<file path="src/rtl/stream_vigenere_core.sv">
// Streaming Vigenere encrypt/decrypt core: one byte per cycle, valid/ready in and out,
// sop/eop framing, programmable KEY_LEN-byte key, message length and drop statistics.
module stream_vigenere_core #(
  parameter int unsigned KEY_LEN = 4,
  parameter int unsigned LEN_W   = 16,
  localparam int unsigned KA_W   = (KEY_LEN > 1) ? $clog2(KEY_LEN) : 1
) (
  input  logic             clk,
  input  logic             rst_n,
  input  logic             key_we,
  input  logic [KA_W-1:0]  key_addr,
  input  logic [7:0]       key_data,
  input  logic             mode,
  input  logic             in_valid,
  output logic             in_ready,
  input  logic [7:0]       in_data,
  input  logic             in_sop,
  input  logic             in_eop,
  output logic             out_valid,
  input  logic             out_ready,
  output logic [7:0]       out_data,
  output logic             out_eop,
  output logic             busy,
  output logic [LEN_W-1:0] msg_len,
  output logic [7:0]       drop_cnt
);

  localparam logic [7:0]       CH_A     = 8'h41;
  localparam logic [7:0]       CH_Z     = 8'h5A;
  localparam logic [5:0]       ALPHA    = 6'd26;
  localparam logic [LEN_W-1:0] CNT_MAX  = '1;
  localparam logic [7:0]       DROP_MAX = 8'hFF;
  localparam logic [KA_W-1:0]  IDX_LAST = KA_W'(KEY_LEN - 1);

  typedef enum logic {S_IDLE, S_RUN} state_t;

  state_t           r_state, w_state_nxt;
  logic [7:0]       r_key [KEY_LEN];
  logic [KA_W-1:0]  r_idx, w_idx_nxt;
  logic             r_mode, w_mode_nxt;
  logic [LEN_W-1:0] r_cnt, w_cnt_nxt;
  logic [LEN_W-1:0] r_msg_len, w_msg_len_nxt;
  logic [7:0]       r_drop_cnt, w_drop_cnt_nxt;
  logic             r_out_valid, w_out_valid_nxt;
  logic [7:0]       r_out_data, w_out_data_nxt;
  logic             r_out_eop, w_out_eop_nxt;

  logic             w_in_ready;
  logic             w_accept;
  logic             w_process;
  logic             w_drop;
  logic             w_key_wr;
  logic [KA_W-1:0]  w_cur_idx;
  logic [KA_W-1:0]  w_idx_adv;
  logic             w_cur_mode;
  logic [7:0]       w_key_byte;
  logic             w_key_is_letter;
  logic [5:0]       w_shift;
  logic             w_is_letter;
  logic [5:0]       w_p;
  logic [5:0]       w_sum;
  logic [5:0]       w_mod;
  logic [7:0]       w_cipher;
  logic [LEN_W-1:0] w_cnt_cur;

  // Handshake: ready depends only on the output register and the sink, never on in_valid.
  assign w_in_ready = !r_out_valid || out_ready;
  assign w_accept   = in_valid && w_in_ready;
  assign w_process  = w_accept && (in_sop || (r_state == S_RUN));
  assign w_drop     = w_accept && !in_sop && (r_state == S_IDLE);
  assign w_key_wr   = key_we && (r_state == S_IDLE) && !w_accept &&
                      (32'(key_addr) < KEY_LEN);

  // A sop byte starts from key index 0 with freshly sampled mode.
  assign w_cur_idx  = in_sop ? '0 : r_idx;
  assign w_cur_mode = in_sop ? mode : r_mode;
  assign w_idx_adv  = (w_cur_idx == IDX_LAST) ? '0 : w_cur_idx + KA_W'(1);

  assign w_key_byte      = r_key[w_cur_idx];
  assign w_key_is_letter = (w_key_byte >= CH_A) && (w_key_byte <= CH_Z);
  assign w_shift         = w_key_is_letter ? 6'(w_key_byte - CH_A) : 6'd0;

  assign w_is_letter = (in_data >= CH_A) && (in_data <= CH_Z);
  assign w_p         = 6'(in_data - CH_A);
  assign w_sum       = w_cur_mode ? (w_p + ALPHA - w_shift) : (w_p + w_shift);
  assign w_mod       = (w_sum >= ALPHA) ? (w_sum - ALPHA) : w_sum;
  assign w_cipher    = w_is_letter ? (CH_A + 8'(w_mod)) : in_data;

  assign w_cnt_cur = in_sop ? LEN_W'(1) :
                     ((r_cnt == CNT_MAX) ? r_cnt : r_cnt + LEN_W'(1));

  // Next-state and datapath update.
  always_comb begin
    w_state_nxt     = r_state;
    w_idx_nxt       = r_idx;
    w_mode_nxt      = r_mode;
    w_cnt_nxt       = r_cnt;
    w_msg_len_nxt   = r_msg_len;
    w_drop_cnt_nxt  = r_drop_cnt;
    w_out_valid_nxt = r_out_valid && !out_ready;
    w_out_data_nxt  = r_out_data;
    w_out_eop_nxt   = r_out_eop;

    if (w_drop && (r_drop_cnt != DROP_MAX)) begin
      w_drop_cnt_nxt = r_drop_cnt + 8'd1;
    end

    if (w_process) begin
      w_mode_nxt      = w_cur_mode;
      w_idx_nxt       = w_is_letter ? w_idx_adv : w_cur_idx;
      w_cnt_nxt       = w_cnt_cur;
      w_out_valid_nxt = 1'b1;
      w_out_data_nxt  = w_cipher;
      w_out_eop_nxt   = in_eop;
      if (in_eop) begin
        w_msg_len_nxt = w_cnt_cur;
        w_state_nxt   = S_IDLE;
      end else begin
        w_state_nxt   = S_RUN;
      end
    end
  end

  // State and datapath registers.
  always_ff @(posedge clk or negedge rst_n) begin
    if (!rst_n) begin
      r_state     <= S_IDLE;
      r_idx       <= '0;
      r_mode      <= 1'b0;
      r_cnt       <= '0;
      r_msg_len   <= '0;
      r_drop_cnt  <= '0;
      r_out_valid <= 1'b0;
      r_out_data  <= '0;
      r_out_eop   <= 1'b0;
    end else begin
      r_state     <= w_state_nxt;
      r_idx       <= w_idx_nxt;
      r_mode      <= w_mode_nxt;
      r_cnt       <= w_cnt_nxt;
      r_msg_len   <= w_msg_len_nxt;
      r_drop_cnt  <= w_drop_cnt_nxt;
      r_out_valid <= w_out_valid_nxt;
      r_out_data  <= w_out_data_nxt;
      r_out_eop   <= w_out_eop_nxt;
    end
  end

  // Key store; 'A' is a zero shift so the reset key is an identity cipher.
  always_ff @(posedge clk or negedge rst_n) begin
    if (!rst_n) begin
      for (int unsigned i = 0; i < KEY_LEN; i++) begin
        r_key[i] <= CH_A;
      end
    end else if (w_key_wr) begin
      r_key[key_addr] <= key_data;
    end
  end

  assign in_ready  = w_in_ready;
  assign out_valid = r_out_valid;
  assign out_data  = r_out_data;
  assign out_eop   = r_out_eop;
  assign busy      = (r_state == S_RUN);
  assign msg_len   = r_msg_len;
  assign drop_cnt  = r_drop_cnt;

endmodule

</file>
<file path="config.mk">
export PLATFORM = sky130hd
export DESIGN_NAME = stream_vigenere_core
export DESIGN_NICKNAME = d
export VERILOG_FILES = /design/src/rtl/stream_vigenere_core.sv
export SDC_FILE = /design/constraint.sdc
export NUM_CORES = 1
export LEC_CHECK = 0
export ABC_AREA = 1
export BUFFER_PORTS_ARGS = -buffer_cell sky130_fd_sc_hd__buf_2
export CAP_MARGIN = 5
export CORE_ASPECT_RATIO = 1.75
export CORE_MARGIN = 3
export CORE_UTILIZATION = 30
export DETAILED_ROUTE_END_ITERATION = 8
export PLACE_DENSITY_LB_ADDON = 0.3
export RECOVER_POWER = 100
export SKIP_CTS_REPAIR_TIMING = 1
export SYNTH_ARGS = -nofsm -noshare
export SYNTH_HDL_FRONTEND = slang
export SYNTH_SLANG_ARGS = --single-unit
</file>
<file path="constraint.sdc">
create_clock -name clk -period 4.5 [get_ports clk]
set_input_delay 0.45 -clock clk [delete_from_list [all_inputs] [get_ports clk]]
set_output_delay 0.45 -clock clk [all_outputs]
set_load 0.005 [all_outputs]
</file>
==> results of run 1 <==
power breakdown:
group | total [mW] | internal, mW | switching, mW
Clock | 0.731 | 0.388 | 0.343
Sequential | 1.12 | 0.979 | 0.137
Combinational | 1.51 | 0.595 | 0.918
worst paths after layout:
check                                          end  slack, ns  depth (start not counted)
max                        out_data[4]$_DFFE_PN0P_       0.31                         28
min                        out_data[7]$_DFFE_PN0P_       0.33                          3
max reg2reg                out_data[4]$_DFFE_PN0P_       0.31                         28
min reg2reg                out_data[4]$_DFFE_PN0P_       0.48                          2
max in group asynchronous     r_idx[0]$_DFFE_PN0P_       1.45                          2
min in group asynchronous      out_eop$_DFFE_PN0P_       0.91                          1
registers in the layout, indices dropped and copies added (netlist names):
signal,flops
r_key,32
msg_len,16
r_cnt,16
drop_cnt,8
out_data,8
r_idx,2
busy,1
out_eop,1
out_valid,1
r_mode,1
cell families after synthesis:
group,after synthesis,share of synthesized area
and+or+nand+nor,326,0.2942
AOI/OAI and AO/OA,109,0.1137
buffers and inverters,98,0.07556
xor gates and xnor gates,21,0.03571
DFF,86,0.4198
adders and majority gates,23,0.05879
muxes,1,0.002186
metrics by stage:
stage	setup TNS, ns	instance area, um^2
after detailed placement	-0.01407	5748
final	0	6152
after global placement	0	5748
after global routing	-0.01497	6152
after floorplan	0	5150
after CTS	0	6040
worst max-delay path: cells and delay by family (launching register included):
kind,cells,cell delay (ns)
DFF,1,0.46
and+or+nand+nor,17,1.71
AOI/OAI and AO/OA,1,0.19
buffers and inverters,6,0.60
adders and majority gates,4,1.18
layout by cell type (no fill, tap or decap), drive strengths merged:
cell,instances
clkbuf,28
nand3,62
a31o,1
mux2,1
nand3b,6
nand4,14
buf,60
o211ai,2
or3,1
ha,21
dfrtp,78
xnor2,10
nor2,30
clkinv,3
inv,86
o21ai,82
nor3,9
dfstp,8
nand2,201
fa,2
xor2,11
a31oi,2
a21oi,21
or2,2
nor2b,1
a211oi,1
clkinvlp,1
area by class of cell:
class | instances | area share
inverters | 83 | 0.05145
multi-input cells | 480 | 0.4364
flip-flops and latches | 86 | 0.3516
clock buffers | 9 | 0.03661
repair buffers | 79 | 0.06752
clock inverters | 7 | 0.01078
well taps | 224 | 0.04556
per-layer routing:
metal | vias to the layer above | track usage | wire length, um
li1 | 2315 | - | -
met4 | 0 | 0.06349 | 425
met2 | 88 | 0.2543 | 6584
met5 | - | 0 | 0
met1 | 2027 | 0.1673 | 5388
met3 | 26 | 0.02306 | 432
==> summary.md, run 1 <==
Status
• outcome: complete, but fails checks
• failing checks: max-capacitance violations, max-slew violations

Clock tree
• clock tree from TritonCTS: done
• H-tree depth reported by CTS: 3
• number of buffers created by CTS: 9
• clock-pin transition on the worst setup and hold timing paths: 0.07 ns
• clock latency reported for the late side of the worst-skew pair: 0.34 ns
• clock tree sinks: 86
• maximum clock path buffer count: 2
• master cell of the clock root buffer: sky130_fd_sc_hd__clkbuf_16

Hold path
• type of the worst min-delay path: in2reg
• critical hold path startpoint: in_data[7]

Setup path
• WS Path Type: reg2reg
• highest cell delay on the worst timing path: 0.53 ns
• reg-to-reg critical path startpoint: r_idx[0]$_DFFE_PN0P_
• CP Data Required Time: 4.78 ns
• source of the critical timing path: r_idx[0]$_DFFE_PN0P_
• cell at the slowest stage of the critical path: sky130_fd_sc_hd__fa_2
• kind of start point of the critical path: flip-flop
• Critical Path Most Common Cell: sky130_fd_sc_hd__nand2_1
• data arrival time of the critical path: 4.47 ns
• kind of end point of the critical path: flip-flop
• maximum fanout along the worst path: 5

Power
• total power density per cell area: 546.0 nW/um^2
• total power draw: 3.359 mW
• leak pwr: 2.996 nW
• worst-case vdd ir drop: 203.1 uV

Finish
• Layout Area Growth over Synthesis: 19.46%
• Antenna diodes: 0
• final layout net count: 788
• Filler Cells Inserted: 1,832
• Finished Layout Cells: 968
• combined flip-flop and latch cell area: 2163 um^2
• footprint of the multi-input gates: 2685 um^2
• Finished Core Util: 0.3706
• ratio of cells with drive above 1 in the final layout: 0.1895

Placed design
• final RePlAce weighted congestion: 0.8743
• Placed Instances: 945
• final HPWL from detailed placement: 9750 um
• worst setup slack before clock tree synthesis: -0.01407 ns
• Port Buf Inserts: 61

GRT
• All-Layer GR Usage: 0.1423
• via count of the first global-routing pass: 4,453
• largest net degree at the start of global routing: 49
• Remaining Overflow, GRT: 0
• initial antenna violation count: 0
• wire length of the first global-routing pass: 21,630 um

Timing
• Final Slew Violations: 49
• remaining max-slew budget at the tightest pin: -0.7335
• min Tclk post-route: 4.190 ns
• final clock period utilization by the worst path: 0.9311
• Final WS setup: 0.3099 ns
• highest attainable clock frequency: 238.7 MHz
• final setup fails: 0
• Post-Route Skew: 0.007078 ns
• number of endpoints with negative hold slack in the final report: 0
• Worst Hold Slack: 0.3293 ns
• slew at the pin closest to its max-slew limit: 2.600 ns

Detailed routing
• number of vias after detailed routing: 4,456
• remaining number of nets flagged by the antenna check after routing: 0
• Wirelength per Cell: 13.25 um
• Detailed Route WL: 12,830 um
• number of search-and-repair iterations in the first detailed-routing pass: 4
• routed vias/inst: 4.603
• first-iteration detailed-routing DRC count: 150
• post-detailed-route DRC marker count: 0

Yosys
• cell with the most instances after synthesis: sky130_fd_sc_hd__nand2_1
• Post-synth EDFFs: 0
• number of synthesis warnings: 0
• number of distinct library cells after synthesis: 41
• number of cells produced by synthesis: 664
• number of synthesized register bits: 86
• mean instance size in the synthesized netlist: 7.756 um^2
• post-synthesis instance area: 5150 um^2
• Primary FF master, synth: sky130_fd_sc_hd__dfrtp_1
• Net Count, Synth: 713
• most used standard cells in the synthesized netlist: sky130_fd_sc_hd__nand2_1, sky130_fd_sc_hd__dfrtp_1, sky130_fd_sc_hd__inv_1
• post-synthesis async set-or-reset flop share: 1.000
• share of synthesized area occupied by flip-flops and latches: 0.4198
• leading area contributor after synthesis: sky130_fd_sc_hd__dfrtp_1
• Area contributors post-synth: sky130_fd_sc_hd__dfrtp_1, sky130_fd_sc_hd__nand2_1, sky130_fd_sc_hd__o21ai_0
• area fraction of the dominant cell type after synthesis: 0.3790

Die
• placeable core region: 16,600 um^2
• effective utilization at floorplan: 0.3102
• total number of placement rows: 62
• io pins: 62
• vertical die dimension: 179.3 um
• width of the chip: 105.0 um
• die outline area: 18,840 um^2

Flow run
• max capacitance violation total: 1

(Power assumes the default switching activity.)
==> inputs of run 2 (changes only) <==
==> constraint.sdc (replaced) <==
create_clock -name clk -period 4.5 [get_ports clk]
set_input_delay 0.45 -clock clk [delete_from_list [all_inputs] [get_ports clk]]
set_output_delay 0.45 -clock clk [all_outputs]
set_load 0.1 [all_outputs]
==> summary.md, run 2 (same netlist as run 1, synthesis figures left out) <==
Status
• outcome: complete, but fails checks, unchanged
• failing checks: max-capacitance violations, max-slew violations, unchanged

Placed design
• Port Buf Inserts: 61, unchanged
• final RePlAce weighted congestion: 0.8743, unchanged
• placed inst area: 5748 um^2, unchanged
• final HPWL from detailed placement: 9750 um, unchanged

Setup path
• internal reg-to-reg setup slack: 0.31 ns, about the same
• reg-to-reg critical path startpoint: r_idx[0]$_DFFE_PN0P_, unchanged
• maximum fanout along the worst path: 5, unchanged
• highest cell delay on the worst timing path: 0.53 ns, about the same
• kind of start point of the critical path: flip-flop, unchanged
• data arrival time of the critical path: 4.48 ns, was 4.47 ns
• CP Data Required Time: 4.78 ns, about the same
• kind of end point of the critical path: flip-flop, unchanged
• Reg2Reg Depth: 28, unchanged
• Critical Path Most Common Cell: sky130_fd_sc_hd__nand2_1, unchanged
• cell at the slowest stage of the critical path: sky130_fd_sc_hd__fa_2, unchanged
• R2R Path End: out_data[4]$_DFFE_PN0P_, unchanged
• WS Path Type: reg2reg, unchanged

GRT
• All-Layer GR Usage: 0.1423, unchanged
• largest net degree at the start of global routing: 49, unchanged
• Remaining Overflow, GRT: 0, unchanged
• initial antenna violation count: 0, unchanged
• wire length of the first global-routing pass: 21,630 um, unchanged
• via count of the first global-routing pass: 4,453, unchanged

Finish
• most common cell after layout, fill and taps aside: sky130_fd_sc_hd__nand2_1, unchanged
• combined flip-flop and latch cell area: 2163 um^2, unchanged
• Finished Core Util: 0.3691, was 0.3706
• area of all placed cells without fillers: 6127 um^2, was 6152 um^2
• Top reg by flops: r_key, unchanged
• final layout net count: 788, unchanged
• footprint of the multi-input gates: 2685 um^2, unchanged
• most used cells in the layout excluding fill and tap cells: sky130_fd_sc_hd__nand2_1, sky130_fd_sc_hd__dfrtp_1, sky130_fd_sc_hd__inv_1, sky130_fd_sc_hd__o21ai_0, sky130_fd_sc_hd__nand3_1, unchanged
• Layout Area Growth over Synthesis: 18.97%, was 19.46%
• ratio of cells with drive above 1 in the final layout: 0.1626, was 0.1895
• flip-flop count of the largest register after layout: 32, unchanged
• Antenna diodes: 0, unchanged
• Filler Cells Inserted: 1,842, was 1,832

Die
• width of the chip: 105.0 um, unchanged
• vertical die dimension: 179.3 um, unchanged
• die outline area: 18,840 um^2, unchanged
• io pins: 62, unchanged
• effective utilization at floorplan: 0.3102, unchanged
• total number of placement rows: 62, unchanged
• placeable core region: 16,600 um^2, unchanged

Detailed routing
• routed vias/inst: 4.601, was 4.603
• Detailed Route WL: 12,850 um, was 12,830 um
• first-iteration detailed-routing DRC count: 154, was 150
• highest metal used: met4, unchanged
• WL met1: 5407 um, was 5388 um
• number of search-and-repair iterations in the first detailed-routing pass: 4, unchanged
• post-detailed-route DRC marker count: 0, unchanged
• metal3 WL: 422 um, was 432 um
• length of routed met2 wiring: 6595 um, was 6584 um
• Wirelength per Cell: 13.28 um, was 13.25 um
• number of vias after detailed routing: 4,454, was 4,456
• remaining number of nets flagged by the antenna check after routing: 0, unchanged

Power
• Clk network pwr share: 0.194, was 0.218
• P_int: 1.953 mW, was 1.962 mW
• total power density per cell area: 614.6 nW/um^2, was 546.0 nW/um^2
• net switching share of the total power: 0.4815, was 0.4159
• logic gate share of total power: 0.509, was 0.450
• switching power summed over all nets: 1.813 mW, was 1.397 mW
• worst-case vdd ir drop: 296.3 uV, was 203.1 uV
• leak pwr: 2.924 nW, was 2.996 nW
• portion of total power attributed to sequential cells: 0.297, was 0.332

Timing
• highest attainable clock frequency: 238.5 MHz, was 238.7 MHz
• slew at the pin closest to its max-slew limit: 2.605 ns, was 2.600 ns
• final setup fails: 0, unchanged
• Final Slew Violations: 49, unchanged
• number of endpoints with negative hold slack in the final report: 0, unchanged
• Worst Hold Slack: 0.3279 ns, was 0.3293 ns
• min Tclk post-route: 4.192 ns, was 4.190 ns
• remaining max-slew budget at the tightest pin: -0.7367, was -0.7335
• final clock period utilization by the worst path: 0.9316, was 0.9311
• Post-Route Skew: 0.006840 ns, was 0.007078 ns

Clock tree
• H-tree depth reported by CTS: 3, unchanged
• clock latency reported for the late side of the worst-skew pair: 0.34 ns, about the same
• maximum clock path buffer count: 2, unchanged
• clock tree from TritonCTS: done, unchanged
• number of buffers created by CTS: 9, unchanged
• master cell of the clock root buffer: sky130_fd_sc_hd__clkbuf_16, unchanged
• clock tree sinks: 86, unchanged
• clock-pin transition on the worst setup and hold timing paths: 0.07 ns, about the same

Hold path
• number of cells traversed by the worst hold path: 3, unchanged
• critical hold path startpoint: in_data[7], unchanged
• type of the worst min-delay path: in2reg, unchanged
• endpoint with the worst hold slack: out_data[7]$_DFFE_PN0P_, unchanged

Flow run
• max capacitance violation total: 1, unchanged

## run 2: cell types whose count changed in the layout (fill, tap and decap cells not counted), sizes merged
cell / delta
buf: -20
clkbuf: +20
## run 2: per-stage QoR
step / TNS (ns) / instances / total power [mW] / worst slack [ns]
3_5_place_dp: -0.01407 / 945 / 2.952 / -0.01407
4_1_cts: 0 / 961 / 3.700 / 0.03497
3_3_place_gp: 0 / 945 / 2.934 / 0.07761
6_report: 0 / 968 / 3.766 / 0.3077
5_1_grt: -0.01497 / 968 / 4.068 / -0.01497
2_1_floorplan: 0 / 664 / 2.546 / 0.3926
## run 2: critical path, delay by kind of cell, from the launching register on
kind | cells | cell delay (ns)
and+or+nand+nor | 17 | 1.71
adders and majority gates | 4 | 1.18
buffers and inverters | 6 | 0.60
DFF | 1 | 0.46
AOI/OAI and AO/OA | 1 | 0.19
## run 2: area by class of cell
class	instances	share of cell area
inverters	83	0.05166
flip-flops and latches	86	0.3531
repair buffers	79	0.06371
multi-input cells	480	0.4382
well taps	224	0.04574
clock inverters	7	0.01082
clock buffers	9	0.03676
## run 2: worst max path at each step
stage | start | cells after the start | to
floorplan | in_sop | 33 | out_data[4]$_DFFE_PN0P_
global placement | in_sop | 35 | out_data[4]$_DFFE_PN0P_
detailed placement | in_sop | 33 | out_data[4]$_DFFE_PN0P_
CTS | r_idx[0]$_DFFE_PN0P_ | 32 | out_data[4]$_DFFE_PN0P_
global route | r_idx[0]$_DFFE_PN0P_ | 31 | out_data[4]$_DFFE_PN0P_
finish | r_idx[0]$_DFFE_PN0P_ | 28 | out_data[4]$_DFFE_PN0P_
## run 2: power by group through the flow
| stage | registers, mW | logic (mW) | clock network [mW] |
|---|---|---|---|
| final | 1.12 | 1.92 | 0.732 |
| after global routing | 1.14 | 2.14 | 0.788 |
| after CTS | 1.12 | 1.83 | 0.755 |
| after detailed placement | 1.13 | 1.82 | 0 |
| after global placement | 1.13 | 1.80 | 0 |
| after floorplan | 1.49 | 1.06 | 0 |
## run 2: layer usage
metal / global-route usage / vias up
met4: 0.06349 / 0
met3: 0.02306 / 26
met2: 0.2543 / 84
met1: 0.1673 / 2031
li1: - / 2313
met5: 0 / -
==> inputs of run 3 (changes only) <==
==> constraint.sdc (replaced) <==
create_clock -name clk -period 3.5 [get_ports clk]
set_input_delay 0.35 -clock clk [delete_from_list [all_inputs] [get_ports clk]]
set_output_delay 0.35 -clock clk [all_outputs]
set_load 0.1 [all_outputs]
==> summary.md, run 3 (same netlist as run 1, synthesis figures left out) <==
Timing
• final clock period utilization by the worst path: 1.097, was 0.9316
• Post-Route Skew: 0.006922 ns, was 0.006840 ns
• remaining max-slew budget at the tightest pin: -0.6652, was -0.7367
• slew at the pin closest to its max-slew limit: 2.498 ns, was 2.605 ns
• Worst Hold Slack: 0.2254 ns, was 0.3279 ns
• number of endpoints with negative hold slack in the final report: 0, unchanged
• min Tclk post-route: 3.838 ns, was 4.192 ns
• highest attainable clock frequency: 260.6 MHz, was 238.5 MHz
• Final Slew Violations: 48, was 49
• Final WS setup: -0.3378 ns, was 0.3077 ns
• unrepaired setup endpoints after global routing: yes
• final setup fails: 5, was 0
• summed negative setup slack over all endpoints: -1.428 ns, was 0 ns

Setup path
• highest cell delay on the worst timing path: 0.46 ns, was 0.53 ns
• internal reg-to-reg setup slack: -0.34 ns, was 0.31 ns
• WS Path Type: reg2reg, unchanged
• data arrival time of the critical path: 4.11 ns, was 4.48 ns
• kind of end point of the critical path: flip-flop, unchanged
• kind of start point of the critical path: flip-flop, unchanged
• reg-to-reg critical path startpoint: r_idx[0]$_DFFE_PN0P_, unchanged
• cell at the slowest stage of the critical path: sky130_fd_sc_hd__dfrtp_2, was sky130_fd_sc_hd__fa_2
• R2R Path End: out_data[4]$_DFFE_PN0P_, unchanged
• maximum fanout along the worst path: 7, was 5
• Critical Path Most Common Cell: sky130_fd_sc_hd__nand2_1, unchanged
• CP Data Required Time: 3.78 ns, was 4.78 ns
• Reg2Reg Depth: 31, was 28

Die
• die outline area: 18,840 um^2, unchanged
• placeable core region: 16,600 um^2, unchanged
• effective utilization at floorplan: 0.3102, unchanged
• width of the chip: 105.0 um, unchanged
• total number of placement rows: 62, unchanged
• io pins: 62, unchanged
• vertical die dimension: 179.3 um, unchanged

Finish
• flip-flop count of the largest register after layout: 32, unchanged
• Layout Area Growth over Synthesis: 30.44%, was 18.97%
• area of all placed cells without fillers: 6718 um^2, was 6127 um^2
• final layout net count: 835, was 788
• most common cell after layout, fill and taps aside: sky130_fd_sc_hd__nand2_1, unchanged
• Antenna diodes: 0, unchanged
• Filler Cells Inserted: 1,829, was 1,842
• ratio of cells with drive above 1 in the final layout: 0.2554, was 0.1626
• most used cells in the layout excluding fill and tap cells: sky130_fd_sc_hd__nand2_1, sky130_fd_sc_hd__dfrtp_1, sky130_fd_sc_hd__o21ai_0, sky130_fd_sc_hd__inv_1, sky130_fd_sc_hd__buf_4, was sky130_fd_sc_hd__nand2_1, sky130_fd_sc_hd__dfrtp_1, sky130_fd_sc_hd__inv_1, sky130_fd_sc_hd__o21ai_0, sky130_fd_sc_hd__nand3_1
• Top reg by flops: r_key, unchanged
• Finished Layout Cells: 1,015, was 968

Clock tree
• master cell of the clock root buffer: sky130_fd_sc_hd__clkbuf_16, unchanged
• clock tree sinks: 86, unchanged
• maximum clock path buffer count: 2, unchanged
• clock-pin transition on the worst setup and hold timing paths: 0.06 ns, was 0.07 ns
• clock latency reported for the late side of the worst-skew pair: 0.34 ns, about the same
• number of buffers created by CTS: 9, unchanged
• clock tree from TritonCTS: done, unchanged
• H-tree depth reported by CTS: 3, unchanged

GRT
• largest net degree at the start of global routing: 48, was 49
• initial antenna violation count: 0, unchanged
• wire length of the first global-routing pass: 22,340 um, was 21,630 um
• All-Layer GR Usage: 0.1456, was 0.1423
• via count of the first global-routing pass: 4,679, was 4,453
• Remaining Overflow, GRT: 0, unchanged

Detailed routing
• remaining number of nets flagged by the antenna check after routing: 0, unchanged
• number of vias after detailed routing: 4,634, was 4,454
• Detailed Route WL: 13,280 um, was 12,850 um
• number of search-and-repair iterations in the first detailed-routing pass: 4, unchanged
• first-iteration detailed-routing DRC count: 159, was 154
• post-detailed-route DRC marker count: 0, unchanged
• Wirelength per Cell: 13.09 um, was 13.28 um
• routed vias/inst: 4.566, was 4.601

Hold path
• critical hold path startpoint: in_data[7], unchanged
• type of the worst min-delay path: in2reg, unchanged
• number of cells traversed by the worst hold path: 3, unchanged
• endpoint with the worst hold slack: out_data[7]$_DFFE_PN0P_, unchanged

Placed design
• final HPWL from detailed placement: 10,210 um, was 9750 um
• Port Buf Inserts: 61, unchanged
• worst setup slack before clock tree synthesis: -0.5790 ns, was -0.01407 ns
• Placed Instances: 987, was 945
• final RePlAce weighted congestion: 0.8091, was 0.8743
• placed inst area: 6182 um^2, was 5748 um^2

Power
• total power density per cell area: 821.7 nW/um^2, was 614.6 nW/um^2
• worst-case vdd ir drop: 328.8 uV, was 296.3 uV
• switching power summed over all nets: 2.523 mW, was 1.813 mW
• logic gate share of total power: 0.561, was 0.509
• leak pwr: 3.180 nW, was 2.924 nW
• Clk network pwr share: 0.181, was 0.194
• net switching share of the total power: 0.4572, was 0.4815
• portion of total power attributed to sequential cells: 0.259, was 0.297
• P_int: 2.996 mW, was 1.953 mW

Flow run
• max capacitance violation total: 1, unchanged

Status
• failing checks: max-capacitance violations, max-slew violations, negative setup slack, was max-capacitance violations, max-slew violations
• outcome: complete, but fails checks, unchanged

[run 3: critical path: cells and delay by family, from the launching register on]
kind,cells,cell delay [ns]
flops,1,0.46
fa+ha+maj,5,1.06
simple gates,22,1.94
buf+inv,4,0.30
[run 3: power by group through the flow]
| stage | Sequential, mW | Clock (mW) | Combinational [mW] |
|---|---|---|---|
| 2_1_floorplan | 1.91 | 0 | 1.51 |
| 3_3_place_gp | 1.44 | 0 | 2.82 |
| 3_5_place_dp | 1.44 | 0 | 2.84 |
| 4_1_cts | 1.42 | 1.02 | 2.85 |
| 5_1_grt | 1.46 | 1.07 | 3.41 |
| 6_report | 1.43 | 0.997 | 3.09 |
[run 3: through the flow]
| stage | utilization | total power, mW |
|---|---|---|
| 3_3_place_gp | 0.3724 | 4.257 |
| 6_report | 0.4047 | 5.520 |
| 5_1_grt | 0.4047 | 5.941 |
| 4_1_cts | 0.3909 | 5.301 |
| 2_1_floorplan | - | 3.423 |
| 3_5_place_dp | 0.3724 | 4.280 |
[run 3: how the worst max path moves through the flow]
stage               cells past startpoint  slack (ns)                 endpoint                 start
detailed placement                     35       -0.58  out_data[4]$_DFFE_PN0P_                in_sop
global route                           31       -0.58  out_data[4]$_DFFE_PN0P_  r_idx[0]$_DFFE_PN0P_
finish                                 31       -0.34  out_data[4]$_DFFE_PN0P_  r_idx[0]$_DFFE_PN0P_
global placement                       35       -0.53  out_data[4]$_DFFE_PN0P_                in_sop
floorplan                              33       -0.14  out_data[4]$_DFFE_PN0P_  r_idx[0]$_DFFE_PN0P_
CTS                                    33       -0.47  out_data[4]$_DFFE_PN0P_  r_idx[0]$_DFFE_PN0P_
[run 3: area by class of cell]
class	instances	area (um^2)	area share
clock buffers	10	239.0	0.03557
clock inverters	6	68.82	0.01024
inverters	83	326.6	0.04861
multi-input cells	480	2892	0.4304
flip-flops and latches	86	2163	0.3220
well taps	224	280.3	0.04172
repair buffers	126	748.2	0.1114
[run 3: layer usage]
metal / track usage / vias to the layer above / share of wire
met4: 0.05473 / 0 / 0.020
met1: 0.1627 / 2148 / 0.41
met5: 0 / - / 0
met3: 0.01802 / 17 / 0.026
li1: - / 2397 / -
met2: 0.2795 / 72 / 0.54
